<file path="src/rtl/sobel_pkg.sv">
// sobel_pkg: constants and types shared by the Sobel pipeline blocks.
//   DEF_IMG_WIDTH / DEF_IMG_HEIGHT : default frame geometry
//   PIX_W                          : pixel width in bits
//   pad_state_e                    : border-pad FSM state encoding (3-bit)
package sobel_pkg;

  localparam int DEF_IMG_WIDTH  = 720;
  localparam int DEF_IMG_HEIGHT = 540;
  localparam int PIX_W          = 8;

  typedef enum logic [2:0] {
    S_TOP   = 3'd0,  // row 0
    S_LEFT  = 3'd1,  // column 0 of an interior row
    S_PASS  = 3'd2,  // interior pixel, copied from the gradient stream
    S_RIGHT = 3'd3,  // last column of an interior row
    S_BOT   = 3'd4   // last row
  } pad_state_e;

endpackage

</file>
<file path="src/rtl/raster_counter.sv">
// raster_counter: W x H raster position counter.
//   clock, reset : rising-edge clock, synchronous active-high reset
//   adv          : advance one pixel this cycle
//   x, y         : current raster position
//   row_end      : x is the last column
//   frame_end    : x,y is the last pixel of the frame
module raster_counter #(
  parameter int W  = 720,
  parameter int H  = 540,
  parameter int XW = $clog2(W),
  parameter int YW = $clog2(H)
) (
  input  logic          clock,
  input  logic          reset,
  input  logic          adv,
  output logic [XW-1:0] x,
  output logic [YW-1:0] y,
  output logic          row_end,
  output logic          frame_end
);

  localparam logic [XW-1:0] X_LAST = XW'(W - 1);
  localparam logic [YW-1:0] Y_LAST = YW'(H - 1);

  logic [XW-1:0] x_q, x_d;
  logic [YW-1:0] y_q, y_d;

  always_comb begin
    row_end   = (x_q == X_LAST);
    frame_end = row_end && (y_q == Y_LAST);
    x_d       = x_q;
    y_d       = y_q;
    if (adv) begin
      if (row_end) begin
        x_d = '0;
        y_d = (y_q == Y_LAST) ? '0 : y_q + YW'(1);
      end else begin
        x_d = x_q + XW'(1);
      end
    end
  end

  always_ff @(posedge clock) begin
    if (reset) begin
      x_q <= '0;
      y_q <= '0;
    end else begin
      x_q <= x_d;
      y_q <= y_d;
    end
  end

  assign x = x_q;
  assign y = y_q;

endmodule

</file>
<file path="src/rtl/sobel_border_pad.sv">
// sobel_border_pad: drains the interior Sobel gradient stream
// ((W-2)*(H-2) bytes per frame, raster order) and re-emits a full W x H
// frame with a one-pixel zero border.
//   clock, reset          : rising-edge clock, synchronous active-high reset
//   in_rd_en/in_dout/in_empty   : gradient FIFO (first-word-fall-through)
//   out_wr_en/out_din/out_full  : output FIFO push side
//   frame_done            : one-cycle pulse the cycle after the last write
module sobel_border_pad
  import sobel_pkg::*;
#(
  parameter int IMG_WIDTH  = DEF_IMG_WIDTH,
  parameter int IMG_HEIGHT = DEF_IMG_HEIGHT
) (
  input  logic             clock,
  input  logic             reset,
  output logic             in_rd_en,
  input  logic [PIX_W-1:0] in_dout,
  input  logic             in_empty,
  output logic             out_wr_en,
  output logic [PIX_W-1:0] out_din,
  input  logic             out_full,
  output logic             frame_done
);

  localparam int XW = $clog2(IMG_WIDTH);
  localparam int YW = $clog2(IMG_HEIGHT);

  localparam logic [XW-1:0] X_PRE = XW'(IMG_WIDTH - 2);
  localparam logic [YW-1:0] Y_PRE = YW'(IMG_HEIGHT - 2);

  pad_state_e    state_q, state_d;
  logic          frame_done_q, frame_done_d;
  logic [XW-1:0] x;
  logic [YW-1:0] y;
  logic          row_end, frame_end;

  // Position advances exactly on accepted writes, so it always names the
  // pixel the next write will carry.
  raster_counter #(
    .W (IMG_WIDTH),
    .H (IMG_HEIGHT),
    .XW(XW),
    .YW(YW)
  ) u_pos (
    .clock    (clock),
    .reset    (reset),
    .adv      (out_wr_en),
    .x        (x),
    .y        (y),
    .row_end  (row_end),
    .frame_end(frame_end)
  );

  always_comb begin
    state_d      = state_q;
    frame_done_d = 1'b0;
    in_rd_en     = 1'b0;
    out_wr_en    = 1'b0;
    out_din      = '0;

    if (!reset) begin
      // Interior pixels need both a byte available and room downstream;
      // pop and push are tied so no byte is ever dropped or repeated.
      if (state_q == S_PASS) begin
        in_rd_en  = !in_empty && !out_full;
        out_wr_en = !in_empty && !out_full;
        out_din   = in_dout;
      end else begin
        out_wr_en = !out_full;
      end

      if (out_wr_en) begin
        unique case (state_q)
          S_TOP:   if (row_end) state_d = S_LEFT;
          S_LEFT:  state_d = S_PASS;
          S_PASS:  if (x == X_PRE) state_d = S_RIGHT;
          S_RIGHT: state_d = (y < Y_PRE) ? S_LEFT : S_BOT;
          S_BOT: begin
            if (frame_end) begin
              state_d      = S_TOP;
              frame_done_d = 1'b1;
            end
          end
          // Unreachable encodings write a zero and resynchronise at row 0.
          default: state_d = S_TOP;
        endcase
      end
    end
  end

  always_ff @(posedge clock) begin
    if (reset) begin
      state_q      <= S_TOP;
      frame_done_q <= 1'b0;
    end else begin
      state_q      <= state_d;
      frame_done_q <= frame_done_d;
    end
  end

  assign frame_done = frame_done_q;

endmodule

</file>
<file path="config.mk">
export PLATFORM = sky130hd
export DESIGN_NAME = sobel_border_pad
export DESIGN_NICKNAME = d
export VERILOG_FILES = /design/src/rtl/sobel_pkg.sv /design/src/rtl/raster_counter.sv /design/src/rtl/sobel_border_pad.sv
export SDC_FILE = /design/constraint.sdc
export NUM_CORES = 1
export LEC_CHECK = 0
export BUFFER_PORTS_ARGS = -buffer_cell sky130_fd_sc_hd__buf_2
export CAP_MARGIN = 10
export CORE_MARGIN = 2
export CORE_UTILIZATION = 40
export CTS_BUF_LIST = sky130_fd_sc_hd__clkbuf_16
export DETAILED_ROUTE_END_ITERATION = 10
export GPL_ROUTABILITY_DRIVEN = 0
export PLACE_DENSITY = 0.73
export RECOVER_POWER = 25
export SETUP_SLACK_MARGIN = 0.4
export SYNTH_ARGS = -nofsm -noshare
export SYNTH_HDL_FRONTEND = slang
export SYNTH_SLANG_ARGS = --single-unit
</file>
<file path="constraint.sdc">
create_clock -name clock -period 2.3 [get_ports clock]
set_clock_uncertainty 0.2 [all_clocks]
set_input_delay 0.46 -clock clock [delete_from_list [all_inputs] [get_ports clock]]
set_output_delay 0.46 -clock clock [all_outputs]
set_load 0.01 [all_outputs]
</file>
* Word level (Yosys, flattened, before mapping)
Index checks and enable logic that the tools add are counted. Widths: inputs -> output; s select.
Storage, ports and cells: register bits 24, input bits 12, output and inout port bits 11, word-level logic and storage cells 42
Cells by class: add/sub/neg operators 2, order comparisons 1, equal/unequal tests 10, multiplexer cells 15, bitwise operators 2, reductions and logical operators 8
Operator list (count):
- $eq 10x10->1 const B | 3
- $add 10x1->10 const B | 2
- $mux 10 | 2
- $mux 8 | 2
- $pmux 3 s5 | 1
- $mux 3 | 4
- $lt 10x10->1 const B | 1
- $eq 3x2->1 const B | 2
- $mux 1 | 6
- $ne 2x2->1 const B | 2
- $reduce_and 4->1 | 1
- $eq 3x1->1 const B | 1
- $eq 3x3->1 const B | 1
- $logic_not 3->1 | 1
- $reduce_or 3->1 | 1
- $logic_and 1x1->1 | 2
- $logic_not 1->1 | 2
- $ne 2x1->1 const B | 1
- $not 1->1 | 2
- $reduce_and 2->1 | 1

* Longest topological paths before layout
word-level depth 6, depth in mapped cells 8, mapped depth without buffers 6

* Modules after synthesis
A second synthesis with hierarchy kept.
Second synthesis, totals: cell total of the unflattened synthesis 155, area total of the unflattened synthesis 1303.8 sq um
By module, submodules not included:
- raster_counter | times used 1, cells an instance 111, area an instance 958.4 sq um
- sobel_border_pad | times used 1, cells an instance 44, area an instance 345.3 sq um

* Least setup slack after synthesis
No wires, ideal clock.
kind input -> register, start point input port reset, end point register u_pos.y_q[6], in the netlist u_pos.y[6], arrival 2.247 ns, data required time 2.029 ns, setup slack -0.218 ns, stages 6, buffers on the path 2, path through clkbuf_1 or4bb_1 or4_1 buf_2 or4_1 a21oi_1
Between the ends: longest elaborated chain between the ends 2
Ends and longest elaborated chain:
- start: declaration | RTL line sobel_border_pad.sv:15 | input logic reset,
- $mux 1 | RTL line sobel_border_pad.sv:61 | if (!reset) begin
- $reduce_and 2->1 (no source line)
- end signal: assignment | RTL line raster_counter.sv:49 | y_q <= y_d;
- end: declaration | RTL line raster_counter.sv:26 | logic [YW-1:0] y_q, y_d;
Several ways; a longest one is shown, not always the timed one. A chain may end at the register's enable or synchronous reset.

* Worst setup path in the final report
start point register u_pos.x_q[6], in the netlist u_pos.x[6], end point register u_pos.y_q[2], in the netlist u_pos.y[2]
Between the ends: longest elaborated chain between the ends 2
Ends and longest elaborated chain:
- start: declaration | RTL line raster_counter.sv:25 | logic [XW-1:0] x_q, x_d;
- start signal: assignment | RTL line raster_counter.sv:45 | x_q <= '0;
- start signal: assignment | RTL line raster_counter.sv:48 | x_q <= x_d;
- $eq 10x10->1 | RTL line raster_counter.sv:29 | row_end = (x_q == X_LAST);
- $reduce_and 2->1 (no source line)
Every way passes these cells.

==> flow_summary.toml <==
[outcome]
status = "finished clean"

[sta]
maxSlewHeadroom = 0.624
fmax_mhz = 439
rsz0062_at_grt = "yes"
post-route-period-util = 0.989
tightest_slew_ns = 0.558
hold_violations = 0
setup_violations = 0
hold_ws_ns = 0.272
maxSlewViolCount = 0
tns_ns = 0
worst_slack_ns = 0.0243
min_period_ns = 2.28

[worst_setup_path]
r2r_setup_slack_ns = 0.02
endpoint_kind = "register"
reg2reg_depth = 4
critPathLaunchType = "register"
path_class = "register to register"
cp.required_ns = 2.29
cp.arrival_ns = 2.26
cp_max_fo = 8

[clocking]
clock-sinks = 24
clk_path_buf_depth = 2
htree_levels = 1
cts.reportedPaths.clkPinSlew_ns = 0.06
insertion_delay_ns = 0.26
cts_tree = "yes"
cts_made_buffers = 3
clock-root-buffer = "clkbuf_16"

[layout]
instances_no_fill = 276
diodes = 0
fin_util = 0.618
syn_to_final_growth_pct = 47.4
drive_gt1_frac = 0.378
final_area_sq_um = 2080
num-nets-final = 247

[drt]
avgRoutedWirePerCell_um = 16.1
met2_length_um = 2240
drt_pass1_iterations = 5
via_count = 1584
route.met3.wl_um = 212
dr.first_iter.drc_count = 231
viasPerCell = 5.74
m1WireLength_um = 1940
top_layer_used = "met4"
ant_nets = 0
drc = 0
wirelength_um = 4460

[synthesis]
synth_edf_count = 0
post-synth-top-count-cell = "dfxtp_1"
synth_common_cells = "24 x dfxtp_1, 15 x nor2_1, 11 x a21oi_1, 11 x nand2_1, 11 x nand3_1"
yosysWarnings = 0
yosysUniqueCellTypes = 43
synth-async-reset-ratio = 0
synth.avg_cell_area_sq_um = 7.96
netlist.area_leader.share = 0.341
synth_area_leader_cell = "dfxtp_1"
netlist_instances = 177
synthFlopType = "dfxtp_1"
synth_area_leaders = "dfxtp_1 34%, xnor2_1 5.0%, nor2_1 4.0%"
synth_area_sq_um = 1410
synth-seq-cells = 24
ys_seq_area_frac = 0.341
syn_nets = 192

[pwr]
p_switching_uw = 182
switching_share = 0.209
p_per_area_nw_per_um2 = 418
p_leak_nw = 0.800
ir_drop_uv = 363
pwr-share-seq = 0.484
power_uw = 869
internal_power_uw = 687
pwr-share-clk = 0.429
combPwrFrac = 0.086

[die]
pin_count = 23
die_area_sq_um = 4010
rows = 21
core_area_sq_um = 3360
die_h_um = 63.3
initial_utilization = 0.419
fp.dieW_um = 63.3

[placed_design]
place_inst = 260
placed_area_sq_um = 1750
numPortBuffers = 22
hpwl_um = 2640
pre_cts_ws_ns = -0.252

[flow_run]
cap_viol_max_count = 0

[global_routing]
grt_pass1_wl_um = 6090
first_global_vias = 1305
grt_max_degree = 19
gr-total-overflow = 0
antenna_found_initial = 0
grt_use_total = 0.191

[worst_hold_path]
hold_class = "input port to register"
holdPathStages = 3
## cell type report
cell class                      instances  area [sq um]
Multi-Input combinational cell        135           956
Clock buffer                            3          75.1
Sequential cell                        24           485
Fill cell                             304          1290
Inverter                                8          35.0
Tap cell                               46          57.6
Timing Repair Buffer                   60           468
## cell usage in the layout (no fill, tap or decap), types with 7 or more instances in the layout
cell type	count
nor3_1	7
a21oi_1	9
buf_2	13
nand2_1	10
inv_1	7
nor2_1	14
nand3_1	11
buf_6	13
buf_4	30
xnor2_1	8
dfxtp_1	20
## worst max-delay path: stages, from the launching register on
cell and delay [ns]:
dfxtp_2 0.33, or4bb_1 0.50, or4_4 0.55, or4b_1 0.49
a21oi_1 0.14
## registers in the layout (all words and copies together) (netlist names)
signal / flops
state_q: 3
frame_done: 1
u_pos.y: 10
u_pos.x: 10
## logic make-up (layout without fill, tap and decap cells)
family                   Yosys count  count (layout)  share of synthesized area
AO/OA/AOI/OAI                     30              30                      0.141
XOR/XNOR                           8               8                     0.0497
adder cells (fa/ha/maj)            3               3                     0.0266
buffers and inverters             19              71                     0.0515
flip-flops                        24              24                      0.341
multiplexers                       1               1                    0.00711
AND/OR/NAND/NOR                   92              93                      0.383
## path summary, 6_finish.rpt
path / from / to
max: u_pos.x[6] / u_pos.y[2]
min: reset / u_pos.y[1]
max reg2reg: u_pos.x[6] / u_pos.y[2]
min reg2reg: u_pos.x[9] / u_pos.x[9]
## layer usage
metal  vias up  global-route usage
met5         -                   0
met4         0              0.0245
met3         6              0.0429
met2        46               0.328
met1       770               0.252
li1        762                   -
## power by group through the flow
stage               clock network, mW  registers (mW)  logic [mW]
floorplan                           0           0.432      0.0322
global placement                    0           0.430      0.0579
detailed placement                  0           0.430      0.0592
CTS                             0.376           0.421      0.0646
global route                    0.389           0.421      0.0812
finish                          0.373           0.421      0.0751
## timing repair
action / CTS / global route
gates cloned: 1 / 0
resized for setup: 21 / 26
pin swaps: 12 / 11
setup endpoints to repair: 31 / 32
hold buffers: 0 / 0
setup buffers: 4 / 8
No activity file was read; power rests on OpenSTA's default activity.
